### src/rtl/fp2int_seq.sv
// Iterative FP (double, or single when P=1) to signed 32/64-bit integer converter with valid/ready handshakes.
// Optional build macro FP2INT_UNSIGNED_EN adds the is_unsigned port and unsigned result ranges.
module fp2int_seq #(
    parameter int SHIFT_STEP = 8
) (
    input  logic        clk,
    input  logic        reset_n,
    input  logic        flush,
    input  logic        in_valid,
    output logic        in_ready,
    input  logic [63:0] op,
    input  logic        P,
    input  logic [2:0]  rm,
    input  logic        to_long,
`ifdef FP2INT_UNSIGNED_EN
    input  logic        is_unsigned,
`endif
    output logic        out_valid,
    input  logic        out_ready,
    output logic [63:0] result,
    output logic [4:0]  Flags,
    output logic        Denorm
);

    typedef enum logic [2:0] {ST_IDLE, ST_UNPACK, ST_SHIFT, ST_ROUND, ST_DONE} state_t;

    localparam logic [6:0] STEP_W = 7'(SHIFT_STEP);

    state_t      state_r, state_nxt_s;
    logic [63:0] op_r, mag_r, result_r;
    logic        p_r, long_r, sign_r, nan_r, ovf_r, den_r, g_r, s_r;
    logic [2:0]  rm_r;
    logic [6:0]  rem_r;
    logic [4:0]  flags_r;
    logic        denorm_r, in_ready_r, out_valid_r, uns_s;

    logic [10:0]  exp_raw_s;
    logic [11:0]  e_s;
    logic         frac_nz_s, exp_max_s, is_zero_s, is_ovf_s, sign_s;
    logic [6:0]   shamt_s, step_s, rem_nxt_s;
    logic [63:0]  mant_s;
    logic [127:0] wide_s;
    logic         inc_s, inv_s, inx_s;
    logic [64:0]  rnd_s, lim_s, ulim_s;
    logic [63:0]  max_s, min_s, val_s, res_s;

`ifdef FP2INT_UNSIGNED_EN
    logic uns_r;
    assign uns_s = uns_r;
`else
    assign uns_s = 1'b0;
`endif

    // Field extraction; single-precision exponents are rebiased onto the double scale.
    always_comb begin
        exp_raw_s = P ? 11'h000 : 11'h000;
        exp_raw_s = p_r ? {3'b000, op_r[30:23]} : op_r[62:52];
        frac_nz_s = p_r ? (|op_r[22:0]) : (|op_r[51:0]);
        exp_max_s = p_r ? (op_r[30:23] == 8'hFF) : (op_r[62:52] == 11'h7FF);
        e_s       = p_r ? (12'(op_r[30:23]) + 12'd896) : {1'b0, op_r[62:52]};
        sign_s    = p_r ? op_r[31] : op_r[63];
        mant_s    = p_r ? {1'b1, op_r[22:0], 40'd0} : {1'b1, op_r[51:0], 11'd0};
        is_zero_s = (exp_raw_s == 11'd0);
        is_ovf_s  = (e_s >= 12'd1087);
        shamt_s   = (e_s <= 12'd1021) ? 7'd65 : 7'(12'd1086 - e_s);
    end

    // One shifter step: the last bit out becomes G, everything below it folds into S.
    always_comb begin
        step_s    = (rem_r > STEP_W) ? STEP_W : rem_r;
        wide_s    = {mag_r, 64'd0} >> step_s;
        rem_nxt_s = rem_r - step_s;
    end

    // Rounding increment, range check and saturation of the final integer.
    always_comb begin
        case (rm_r)
            3'b001:  inc_s = 1'b0;
            3'b010:  inc_s = sign_r & (g_r | s_r);
            3'b011:  inc_s = ~sign_r & (g_r | s_r);
            3'b100:  inc_s = g_r;
            default: inc_s = g_r & (s_r | mag_r[0]);
        endcase
        rnd_s  = {1'b0, mag_r} + 65'(inc_s);
        lim_s  = long_r ? 65'h0_7FFF_FFFF_FFFF_FFFF : 65'h0_0000_0000_7FFF_FFFF;
        ulim_s = long_r ? 65'h0_FFFF_FFFF_FFFF_FFFF : 65'h0_0000_0000_FFFF_FFFF;
        max_s  = long_r ? 64'h7FFF_FFFF_FFFF_FFFF : 64'h0000_0000_7FFF_FFFF;
        min_s  = long_r ? 64'h8000_0000_0000_0000 : 64'hFFFF_FFFF_8000_0000;
        val_s  = sign_r ? (64'd0 - rnd_s[63:0]) : rnd_s[63:0];
        inv_s  = 1'b1;
        inx_s  = 1'b0;
        res_s  = 64'd0;
        if (uns_s) begin
            if (nan_r) begin
                res_s = 64'hFFFF_FFFF_FFFF_FFFF;
            end else if (sign_r) begin
                inv_s = ovf_r | (rnd_s != 65'd0);
                inx_s = ~inv_s & (g_r | s_r);
            end else if (ovf_r || (rnd_s > ulim_s)) begin
                res_s = 64'hFFFF_FFFF_FFFF_FFFF;
            end else begin
                inv_s = 1'b0;
                inx_s = g_r | s_r;
                res_s = long_r ? rnd_s[63:0] : {{32{rnd_s[31]}}, rnd_s[31:0]};
            end
        end else begin
            if (nan_r) begin
                res_s = max_s;
            end else if (ovf_r || (rnd_s > (lim_s + 65'(sign_r)))) begin
                res_s = sign_r ? min_s : max_s;
            end else begin
                inv_s = 1'b0;
                inx_s = g_r | s_r;
                res_s = long_r ? val_s : {{32{val_s[31]}}, val_s[31:0]};
            end
        end
    end

    // Next-state decode; flush overrides every transition.
    always_comb begin
        state_nxt_s = state_r;
        case (state_r)
            ST_IDLE: begin
                if (in_valid) state_nxt_s = ST_UNPACK;
                else          state_nxt_s = ST_IDLE;
            end
            ST_UNPACK: begin
                if (is_zero_s || is_ovf_s || (shamt_s == 7'd0)) state_nxt_s = ST_ROUND;
                else                                             state_nxt_s = ST_SHIFT;
            end
            ST_SHIFT: begin
                if (rem_nxt_s == 7'd0) state_nxt_s = ST_ROUND;
                else                   state_nxt_s = ST_SHIFT;
            end
            ST_ROUND: state_nxt_s = ST_DONE;
            ST_DONE: begin
                if (out_ready) state_nxt_s = ST_IDLE;
                else           state_nxt_s = ST_DONE;
            end
            default: state_nxt_s = ST_IDLE;
        endcase
        if (flush) state_nxt_s = ST_IDLE;
        else       state_nxt_s = state_nxt_s;
    end

    // State register and registered handshake outputs.
    always_ff @(posedge clk or negedge reset_n) begin
        if (!reset_n) begin
            state_r     <= ST_IDLE;
            in_ready_r  <= 1'b1;
            out_valid_r <= 1'b0;
        end else begin
            state_r     <= state_nxt_s;
            in_ready_r  <= (state_nxt_s == ST_IDLE);
            out_valid_r <= (state_nxt_s == ST_DONE);
        end
    end

    // Operand capture, unpack/shift datapath and result registers.
    always_ff @(posedge clk or negedge reset_n) begin
        if (!reset_n) begin
            op_r <= 64'd0; p_r <= 1'b0; rm_r <= 3'd0; long_r <= 1'b0;
            mag_r <= 64'd0; g_r <= 1'b0; s_r <= 1'b0; rem_r <= 7'd0;
            sign_r <= 1'b0; nan_r <= 1'b0; ovf_r <= 1'b0; den_r <= 1'b0;
            result_r <= 64'd0; flags_r <= 5'd0; denorm_r <= 1'b0;
`ifdef FP2INT_UNSIGNED_EN
            uns_r <= 1'b0;
`endif
        end else if (state_r == ST_IDLE && in_valid) begin
            op_r <= op; p_r <= P; rm_r <= rm; long_r <= to_long;
`ifdef FP2INT_UNSIGNED_EN
            uns_r <= is_unsigned;
`endif
        end else if (state_r == ST_UNPACK) begin
            sign_r <= sign_s;
            nan_r  <= exp_max_s & frac_nz_s;
            ovf_r  <= is_ovf_s & ~is_zero_s;
            den_r  <= is_zero_s & frac_nz_s;
            mag_r  <= (is_zero_s || is_ovf_s) ? 64'd0 : mant_s;
            g_r    <= 1'b0;
            s_r    <= 1'b0;
            rem_r  <= shamt_s;
        end else if (state_r == ST_SHIFT) begin
            mag_r <= wide_s[127:64];
            g_r   <= wide_s[63];
            s_r   <= s_r | g_r | (|wide_s[62:0]);
            rem_r <= rem_nxt_s;
        end else if (state_r == ST_ROUND && !flush) begin
            result_r <= res_s;
            flags_r  <= {inv_s, 3'b000, inx_s};
            denorm_r <= den_r;
        end else begin
            mag_r <= mag_r;
        end
    end

    assign in_ready  = in_ready_r;
    assign out_valid = out_valid_r;
    assign result    = result_r;
    assign Flags     = flags_r;
    assign Denorm    = denorm_r;

endmodule

### config.mk
export PLATFORM = sky130hd
export DESIGN_NAME = fp2int_seq
export DESIGN_NICKNAME = d
export VERILOG_FILES = /design/src/rtl/fp2int_seq.sv
export SDC_FILE = /design/constraint.sdc
export NUM_CORES = 1
export LEC_CHECK = 0
export CAP_MARGIN = 40
export CORE_MARGIN = 3
export CORE_UTILIZATION = 42
export CTS_CLUSTER_DIAMETER = 200
export DETAILED_ROUTE_END_ITERATION = 8
export GPL_TIMING_DRIVEN = 1
export PLACE_DENSITY = 0.6
export SYNTH_ARGS = -nofsm -noshare
export SYNTH_HDL_FRONTEND = slang
export SYNTH_SLANG_ARGS = --single-unit
export TNS_END_PERCENT = 50
### constraint.sdc
create_clock -name clk -period 8.04 [get_ports clk]
set_input_delay 1.608 -clock clk [delete_from_list [all_inputs] [get_ports clk]]
set_output_delay 1.608 -clock clk [all_outputs]
set_load 0.02 [all_outputs]
==> results_dict.tcl, run 1 <==
set metrics [dict create \
    cell_taking_the_most_area_after_synthesis "sky130_fd_sc_hd__dfrtp_1" \
    reg2reg_setup_slack_ps 730 \
    internal_power_mw 4.55 \
    chipHeight_um 212 \
    worstReg2RegStart "sign_r" \
    fmax_mhz 137 \
    initial_core_util_pct 43.2 \
    finalSetupTns_ps 0 \
    async_s_r_ff_share_synth_pct 100 \
    detailedRoute.firstPassIterationCount 6 \
    switching_share_pct 49.1 \
    p_sw_mw 4.39 \
    global_route.peak_usage_layer "met2" \
    global_route.usage.met3_pct 4.09 \
    final_period_minus_worst_setup_slack_ps 7310 \
    drc_errors 0 \
    finalClockSkew_ps 22.5 \
    critPathRequiredTime_ps 8530 \
    number_of_setup_violations_in_the_final_report 0 \
    grtUsageTotal_pct 24.5 \
    synthesis.yosys.warnings 0 \
    synth.top_cells.by_area "sky130_fd_sc_hd__dfrtp_1, sky130_fd_sc_hd__mux2i_1, sky130_fd_sc_hd__mux2_2, sky130_fd_sc_hd__ha_1, sky130_fd_sc_hd__a21oi_1" \
    synth-seq-cells 218 \
    synthesis.area_per_instance_um2 8.47 \
    port_buffers 142 \
    critPathLaunch "sign_r" \
    worst-endpoint-arrival_ps 7800 \
    ys_seq_area_share_pct 30.5 \
    fillerInstances 3947 \
    worst_skew_pair.late_latency_ps 570 \
    cts_hold_repair.buffers 0 \
    p_leak_nw 8.79 \
    cts_repair_resize_count 0 \
    floorplan.core_area_mm2 0.0414 \
    cellPowerDensity_mw_per_mm2 436 \
    route.final.wire_length_mm 56.6 \
    fp.dieW_um 212 \
    vias_per_cell 6.10 \
    netlist-cell-type-count 87 \
    grt_first_pass_wirelength_mm 89.2 \
    grt.met2_usage_pct 37.9 \
    num-nets-final 2276 \
    cts_tree "done" \
    comb_power_share_pct 59.5 \
    area_overhead_vs_synth_pct 14.7 \
    power_frac_clock_pct 13.8 \
    cts_post_setup_buffers_inserted 0 \
    synthDominantCellAreaShare_pct 30.4 \
    pin_count 146 \
    placementRows 74 \
    insertedDiodeCount 0 \
    final-max-slew-violation-count 0 \
    worst-path-buf-inv 1 \
    detailed_place.area_mm2 0.0196 \
    num_vias 16400 \
    pre_cts_ws_ps 774 \
    grt_antenna_before_repair 2 \
    cp_slowest_cell "sky130_fd_sc_hd__or4_4" \
    clock_tree.htree_level_count 1 \
    clock-sinks 218 \
    total_power_mw 8.94 \
    max_slew.worst_pin.slew_ps 1070 \
    drive_above_1_share_pct 9.25 \
    ir_worst_vdd_mv 0.169 \
    synth_top_cells_by_count "sky130_fd_sc_hd__dfrtp_1, sky130_fd_sc_hd__nand2_1, sky130_fd_sc_hd__mux2i_1, sky130_fd_sc_hd__nor2_1, sky130_fd_sc_hd__a21oi_1" \
    vias_in_the_first_global_route 15600 \
    number_of_max_cap_violations 0 \
    grt_util_met1_pct 35.9 \
    critical_path.endpoint_type "flip-flop" \
    timing.hold.worst_endpoint "result[31]" \
    clock_path_buffers 3 \
    worst_slew_margin_rel_pct 28.5 \
    grt_max_degree 158 \
    place_hpwl_mm 42.0 \
    worstReg2RegEnd "result[34]" \
    min_period_over_period_pct 91.0 \
    worstHoldStart "result[31]" \
    min-delay-path-class "flip-flop to flip-flop" \
    crit_path_max_incr_delay_ps 600 \
    fp.dieArea_mm2 0.0451 \
    number_of_enable_type_register_cells_in_the_synthesized_netlist 0 \
    ff2ff_path_depth 25 \
    routabilityCongestion 0.919 \
    worstPathMaxFanout 16 \
    detail_route.wl_per_cell_um 21.1 \
    critical_path_class "flip-flop to flip-flop" \
    violation_count_after_the_first_detailed_routing_iteration 1502 \
    synth_ff_type "sky130_fd_sc_hd__dfrtp_1" \
    finalHoldViolCount 0 \
    grt_setup_unrepaired "false" \
    seq_power_share_pct 26.7 \
    mappedNetlistArea_mm2 0.0179 \
    worstSetupStartpointType "flip-flop" \
    finalWorstSetupSlack_ps 727 \
    cts-root-buf "sky130_fd_sc_hd__clkbuf_16" \
    clk_pin_slew_ps 60 \
    hold-path-cell-count 2 \
    critical-path-top-delay-family "simple AND/OR/NAND/NOR gates" \
    most_repeated_library_cell_on_the_critical_path "sky130_fd_sc_hd__ha_1" \
    gr-total-overflow 0 \
    design_area_mm2 0.0205 \
    synthesis.instances 2111 \
    number_of_antenna_violating_nets_in_the_routed_design 0 \
    post-synth-top-count-cell "sky130_fd_sc_hd__dfrtp_1" \
    numCtsBuffers 27 \
    run_status "complete, no violations" \
]
state kept, by name (all words and copies together) (netlist names):
register / cells
p_r: 1
g_r: 1
state_r: 3
nan_r: 1
Flags: 2
op_r: 64
ovf_r: 1
s_r: 1
den_r: 1
out_valid: 1
result: 64
rem_r: 7
in_ready: 1
Denorm: 1
sign_r: 1
long_r: 1
mag_r: 64
rm_r: 3
power by group through the flow:
stage / combinational [mW] / sequential [mW] / clock, mW
2_1_floorplan: 3.93 / 2.07 / 0
3_3_place_gp: 5.08 / 2.39 / 0
3_5_place_dp: 5.21 / 2.41 / 0
4_1_cts: 5.24 / 2.39 / 1.26
5_1_grt: 5.86 / 2.46 / 1.30
6_report: 5.31 / 2.39 / 1.24
through the flow:
step	hold slack (ps)	cells	util [%]
2_1_floorplan	439	2113	-
3_3_place_gp	464	2625	46.9
3_5_place_dp	473	2634	47.3
4_1_cts	484	2683	49.5
5_1_grt	518	2684	49.5
6_report	482	2684	49.5
worst min-delay path: cells and delay by family (launching register included):
family	cells	cell delay (ps)
DFF	1	340
and+or+nand+nor	1	50
AOI/OAI and AO/OA	1	60
logic make-up after synthesis:
kind of cell	count (synthesis)	synth area share [%]
compound gates	496	18.0
mux	286	16.6
fa+ha+maj	70	4.90
simple gates	701	19.5
xor+xnor	98	4.80
flops	218	30.5
buf+inv	240	5.62
other cells	2	0.0420
cell usage in the layout, fill, tap and decap left out, drive strengths merged, types with 9 or more instances in the layout:
cell           count
clkdlybuf4s50    141
inv               58
o22a              24
mux2              90
o211ai             9
o21ai            112
a21oi            156
buf               31
and4              17
nand2            197
nand3             72
nor4              42
xor2              44
ha                70
dfrtp            217
o41ai             13
nor2             173
a2111oi            9
and3              26
clkbuf            36
o31ai             15
a221o             13
a21o              14
or3               14
o22ai             24
nor3              42
nor3b             11
nand4             46
a22oi             15
mux2i            196
and2              16
xnor2             54
a211oi            31
worst max path at each step:
stage	endpoint	cells past startpoint	slack (ps)
3_5_place_dp	result[53]	25	770
6_report	result[34]	25	730
2_1_floorplan	result[24]	32	430
3_3_place_gp	result[50]	25	1010
5_1_grt	result[55]	25	180
4_1_cts	result[53]	25	740
final cells by class:
| type | count | area (um^2) | area share, % |
|---|---|---|---|
| Clock buffer | 36 | 719 | 3.51 |
| Clock inverter | 13 | 173 | 0.843 |
| Inverter | 57 | 214 | 1.04 |
| Multi-Input combinational cell | 1655 | 11500 | 55.9 |
| Sequential cell | 218 | 5460 | 26.7 |
| Tap cell | 532 | 666 | 3.25 |
| Timing Repair Buffer | 173 | 1800 | 8.78 |
metal layers:
metal  vias up  share of wire (%)
met5         -              0.023
met4         2                2.5
met3        78                7.0
met2       592                 44
met1      7902                 47
li1       7789                  -
(Power assumes the default switching activity.)
==> run 2: changes to the inputs <==
CELL_PAD_IN_SITES_DETAIL_PLACEMENT = 1   (was not set)
CELL_PAD_IN_SITES_GLOBAL_PLACEMENT = 1   (was not set)
CORE_UTILIZATION = 41   (was 42)
PLACE_DENSITY = 0.75   (was 0.6)
==> run 2 against run 1 <==
Compared with the run above: sequential share of layout area fell by 0.13 points; sequential power rose by 2%; total power rose by 2.5%; worst hold slack got worse by 3.3 ps; largest cell class unchanged; routed wire length rose by 8.8%; critical path depth did not move; clock skew rose by 4.5 ps; non-clock buffer count rose by 1; clock power rose by 6%; register-to-register slack got worse by 150 ps; via count rose by 1.5%; die area rose by 2.4%; largest power group unchanged.
==> results_dict.tcl, run 2 (synthesis results as in run 1) <==
set metrics [dict create \
    run_status "complete, no violations" \
    internal_power_mw 4.61 \
    grt_max_degree 103 \
    min-delay-path-class "flip-flop to flip-flop" \
    ir_worst_vdd_mv 0.187 \
    comb_power_share_pct 59.1 \
    numCtsBuffers 27 \
    initial_core_util_pct 42.0 \
    global_route.usage.met3_pct 2.40 \
    finish.cell_count_without_fillers 2731 \
    final_period_minus_worst_setup_slack_ps 7460 \
    port_buffers 142 \
    drive_above_1_share_pct 9.52 \
    num_vias 16600 \
    grt_util_met1_pct 36.7 \
    route.final.wire_length_mm 61.6 \
    grtUsageTotal_pct 25.8 \
    detail_route.wl_per_cell_um 22.5 \
    power_frac_clock_pct 14.3 \
    fp.dieW_um 215 \
    pin_count 146 \
    clock_tree.htree_level_count 1 \
    pre_cts_ws_ps 662 \
    cts-root-buf "sky130_fd_sc_hd__clkbuf_16" \
    place_hpwl_mm 46.1 \
    critPathRequiredTime_ps 8530 \
    fp.dieArea_mm2 0.0461 \
    grt_setup_unrepaired "false" \
    switching_share_pct 49.7 \
    worst_slew_margin_rel_pct 37.0 \
    cts_repair_resize_count 0 \
    violation_count_after_the_first_detailed_routing_iteration 1029 \
    seq_power_share_pct 26.6 \
    fillerInstances 4989 \
    final-max-slew-violation-count 0 \
    global_route.peak_usage_layer "met2" \
    vias_in_the_first_global_route 17000 \
    cts_tree "done" \
    p_leak_nw 8.83 \
    gr-total-overflow 0 \
    chipHeight_um 215 \
    finalHoldViolCount 0 \
    number_of_max_cap_violations 0 \
    cts_hold_repair.buffers 0 \
    worstSetupStartpointType "flip-flop" \
    clock-sinks 218 \
    vias_per_cell 6.08 \
    grt.met2_usage_pct 41.9 \
    min_period_over_period_pct 92.8 \
    detailedRoute.firstPassIterationCount 5 \
    grt_antenna_before_repair 0 \
    fmax_mhz 134 \
    finalSetupTns_ps 0 \
    drc_errors 0 \
    cellPowerDensity_mw_per_mm2 445 \
    placementRows 75 \
    grt_first_pass_wirelength_mm 97.7 \
    max_slew.worst_pin.slew_ps 945 \
    area_of_the_multi_input_gates_mm2 0.0115 \
    num-nets-final 2277 \
    reg2reg_setup_slack_ps 580 \
    clk_pin_slew_ps 60 \
    worstPathMaxFanout 16 \
    insertedDiodeCount 0 \
    finalWorstSetupSlack_ps 578 \
    number_of_setup_violations_in_the_final_report 0 \
    worst-endpoint-arrival_ps 7960 \
    finalClockSkew_ps 26.9 \
    area_overhead_vs_synth_pct 15.2 \
    p_sw_mw 4.56 \
    critical_path_class "flip-flop to flip-flop" \
    layout.cells.most_common "sky130_fd_sc_hd__dfrtp_1" \
    number_of_antenna_violating_nets_in_the_routed_design 0 \
    seq_area_mm2 0.00546 \
    post-place-cells 2680 \
    clock_path_buffers 3 \
    routabilityCongestion 0.881 \
    worst_skew_pair.late_latency_ps 580 \
    cts_post_setup_buffers_inserted 0 \
    floorplan.core_area_mm2 0.0425 \
    critical_path.endpoint_type "flip-flop" \
    mostFrequentLayoutCells "sky130_fd_sc_hd__dfrtp_1, sky130_fd_sc_hd__mux2i_1, sky130_fd_sc_hd__nand2_1, sky130_fd_sc_hd__nor2_1, sky130_fd_sc_hd__a21oi_1" \
]
## run 2: changes by cell type in the layout (fill, tap and decap cells not counted), sizes merged
cell,previous run,this run
inv,58,59
clkinv,6,7
clkbuf,36,38
buf,31,32
clkinvlp,3,0
## run 2: critical path, stage by stage, from the launching register on
cell and delay [ps]:
sky130_fd_sc_hd__dfrtp_4 470, sky130_fd_sc_hd__xnor2_1 120, sky130_fd_sc_hd__nor3b_1 210, sky130_fd_sc_hd__a21oi_1 80
sky130_fd_sc_hd__nor2_1 100, sky130_fd_sc_hd__ha_1 260, sky130_fd_sc_hd__ha_1 300, sky130_fd_sc_hd__nand3_1 240
sky130_fd_sc_hd__or4_4 600, sky130_fd_sc_hd__or4_1 540, sky130_fd_sc_hd__nor4_1 370, sky130_fd_sc_hd__and3_1 230
sky130_fd_sc_hd__xnor2_1 170, sky130_fd_sc_hd__inv_1 120, sky130_fd_sc_hd__ha_1 310, sky130_fd_sc_hd__nand4_1 80
sky130_fd_sc_hd__or2_2 300, sky130_fd_sc_hd__or3_1 400, sky130_fd_sc_hd__nor3_1 170, sky130_fd_sc_hd__mux2i_1 130
sky130_fd_sc_hd__or4_1 470, sky130_fd_sc_hd__a2bb2oi_1 130, sky130_fd_sc_hd__a21bo_1 520, sky130_fd_sc_hd__nand2_1 210
sky130_fd_sc_hd__a21oi_2 560, sky130_fd_sc_hd__a221o_1 270
## run 2: layout make-up
cell class              count  area share, %
repair buffers            174           8.64
clock inverters            12          0.814
well taps                 577           3.51
multi-input cells        1655           55.6
flip-flops and latches    218           26.5
inverters                  57           1.04
clock buffers              38           3.82
## run 2: path summary, 6_finish.rpt
check / start / end / cells after the start
min: Denorm / Denorm / 2
min reg2reg: Denorm / Denorm / 2
max reg2reg: sign_r / result[34] / 25
max: sign_r / result[34] / 25
min in group asynchronous: reset_n / result[1] / 1
max in group asynchronous: reset_n / op_r[6] / 2
## run 2: power groups by stage
stage / logic (mW) / registers [mW] / clock network, mW
2_1_floorplan: 3.93 / 2.07 / 0
3_3_place_gp: 5.11 / 2.40 / 0
3_5_place_dp: 5.34 / 2.43 / 0
4_1_cts: 5.38 / 2.41 / 1.34
5_1_grt: 5.95 / 2.51 / 1.38
6_report: 5.42 / 2.44 / 1.31
## run 2: stage by stage
stage	instance area [um^2]	power [mW]	hold slack (ps)	util, %
3_5_place_dp	19600	7.77	471	46.1
4_1_cts	20600	9.13	484	48.4
6_report	20600	9.16	478	48.4
5_1_grt	20600	9.84	514	48.4
2_1_floorplan	17900	6.00	439	-
3_3_place_gp	19500	7.51	464	45.8
## run 2: layer usage
layer | share of wire (%) | vias up
li1 | - | 7766
met1 | 47 | 8362
met2 | 46 | 388
met3 | 3.7 | 93
met4 | 3.0 | 0
met5 | 0 | -
==> patch: new RTL, flow settings as in run 2 <==
Build with the macro `FP2INT_UNSIGNED_EN` defined.
--- a/src/rtl/fp2int_seq.sv
+++ b/src/rtl/fp2int_seq.sv
@@ -1,4 +1,6 @@
 // Iterative FP (double, or single when P=1) to signed 32/64-bit integer converter with valid/ready handshakes.
 // Optional build macro FP2INT_UNSIGNED_EN adds the is_unsigned port and unsigned result ranges.
+`define FP2INT_UNSIGNED_EN
+
 module fp2int_seq #(
     parameter int SHIFT_STEP = 8
Interface: changed (added is_unsigned); port bits go from 146 to 147. No check against the original RTL was run, so the function may have changed too.
==> patch against run 2 <==
Cell area rose by 12%. Core utilization fell by 0.64 points. Wire length rose by 32%. Synthesized area rose by 13%. Synthesized cell count rose by 15%. Final cell count rose by 15%. Clock power fell by 5%. Worst hold slack improved by 22 ps. Sequential cell count rose by 1. Setup slack got worse by 160 ps. Power rose by 11%.
==> patch: results (changes against run 2) <==
[status]
status=finished, final reports clean

[worst_setup_path]
max_stage_delay_ps=650  ; +50 ps
arrival_ps=8110  ; +150 ps
rr_worst_depth=25  ; unchanged
rrSetupSlack_ps=420  ; -160 ps
r2r-end=result[21]$_DFFE_PN0P_
rr_startpoint=rm_r[0]$_DFFE_PN0P_
crit_path_max_fanout=20  ; +4

[detailed_routing]
first_pass_iters=6  ; +1
drt_iter0_drc=1586  ; +54%
drt-wirelength-per-cell_um=25.9  ; +15%

[global_route]
grt_max_degree=164  ; +59%
gr-usage-all-layers_pct=30.8  ; +5.0 points
grt_pass1_vias=20600  ; +21%

[synth]
ys_types=108  ; +24%
synth_common_cells=nor2_1, dfrtp_1, mux2i_1
ys_seq_area_share_pct=27.2  ; -3.3 points
ys_warn_count=0  ; unchanged
synth.area.top_cells=dfrtp_1, mux2i_1, ha_1

[layout]
drive_gt1_share_pct=10.6  ; +1.1 points
nNetsFinal=2632  ; +16%

[timing]
hold_slack_ps=500  ; +21.6 ps
fin_skew_ps=22.2  ; -4.74 ps
max_slew.worst_pin.slew_ps=1060  ; +116 ps

[cts]
post_cts_buffers=0  ; unchanged

[placement]
gp_congestion=0.984  ; +12%
place_hpwl_mm=61.4  ; +33%

[pwr]
ir_worst_vdd_mv=0.196  ; +5.1%
leakagePower_nw=9.54  ; +8.0%

[hold_path]
hold_path_startpoint=result[37]$_DFFE_PN0P_
min_to=result[37]$_DFFE_PN0P_

==> patch: changes by cell type in the layout (fill, tap and decap cells not counted), moves of 27 or more <==
cell	before	now
ha_1	70	101
a221oi_1	4	36
o21ai_0	108	141
o32a_1	2	29
nor2_1	171	224
a31oi_1	8	49
==> patch: stage by stage <==
step                worst slack (ps)  utilization (%)  instances  cell area (sq um)  power (mW)
CTS                              306             47.8       3131              23000        10.0
global route                    58.7             47.8       3131              23000        10.8
global placement                 683             45.7       3073              22000        8.46
finish                           422             47.8       3131              23000        10.1
floorplan                        282                -       2427              20100        6.45
detailed placement               390             46.0       3083              22100        8.75
==> patch: worst max path at each step <==
| stage | start | endpoint | slack [ps] | depth (start not counted) |
|---|---|---|---|---|
| 2_1_floorplan | sign_r$_DFFE_PN0P_ | result[49]$_DFFE_PN0P_ | 280 | 26 |
| 3_3_place_gp | rm_r[0]$_DFFE_PN0P_ | result[21]$_DFFE_PN0P_ | 680 | 22 |
| 3_5_place_dp | rm_r[0]$_DFFE_PN0P_ | result[4]$_DFFE_PN0P_ | 390 | 22 |
| 4_1_cts | rm_r[0]$_DFFE_PN0P_ | result[6]$_DFFE_PN0P_ | 310 | 24 |
| 5_1_grt | rm_r[0]$_DFFE_PN0P_ | result[21]$_DFFE_PN0P_ | 60 | 25 |
| 6_report | rm_r[0]$_DFFE_PN0P_ | result[21]$_DFFE_PN0P_ | 420 | 25 |
==> patch: final cells by class <==
class	count	area (sq um)
tap	656	821
fill	5675	25100
inverter	59	226
timing repair buffer	195	1920
clock inverter	9	114
multi-input combinational	1954	13700
clock buffer	39	761
sequential	219	5490
==> patch: power breakdown <==
group,internal [mW],switching (mW),leakage [nW]
clock network,0.721,0.514,0.433
logic,2.49,3.96,6.56
registers,1.57,0.888,2.55
total,4.78,5.37,9.54
==> patch: cells by family (layout without fill, tap and decap cells) <==
kind of cell,count (synthesis),after routing,share of synthesized area (%)
and+or+nand+nor,867,867,22.4
AOI/OAI and AO/OA,617,617,20.6
muxes,285,285,14.7
buffers and inverters,254,302,5.20
DFF,219,219,27.2
adders and majority gates,103,103,6.38
xor gates and xnor gates,78,78,3.49
other,2,4,0.0373
==> patch: worst register-to-register path: cells and delay by family, from the launching register on <==
family                   cells  cell delay [ps]
XOR/XNOR                     1              290
AO/OA/AOI/OAI                7             1290
AND/OR/NAND/NOR             10             3560
buffers and inverters        3              690
flip-flops                   1              410
multiplexers                 1              130
adder cells (fa/ha/maj)      3             1140
==> patch: routing by layer <==
layer | track usage (%) | vias to the layer above | share of wire (%)
li1 | - | 9133 | -
met1 | 42.1 | 10200 | 44
met2 | 50.1 | 732 | 46
met3 | 4.10 | 135 | 6.1
met4 | 11.2 | 0 | 4.1
met5 | 0 | - | 0
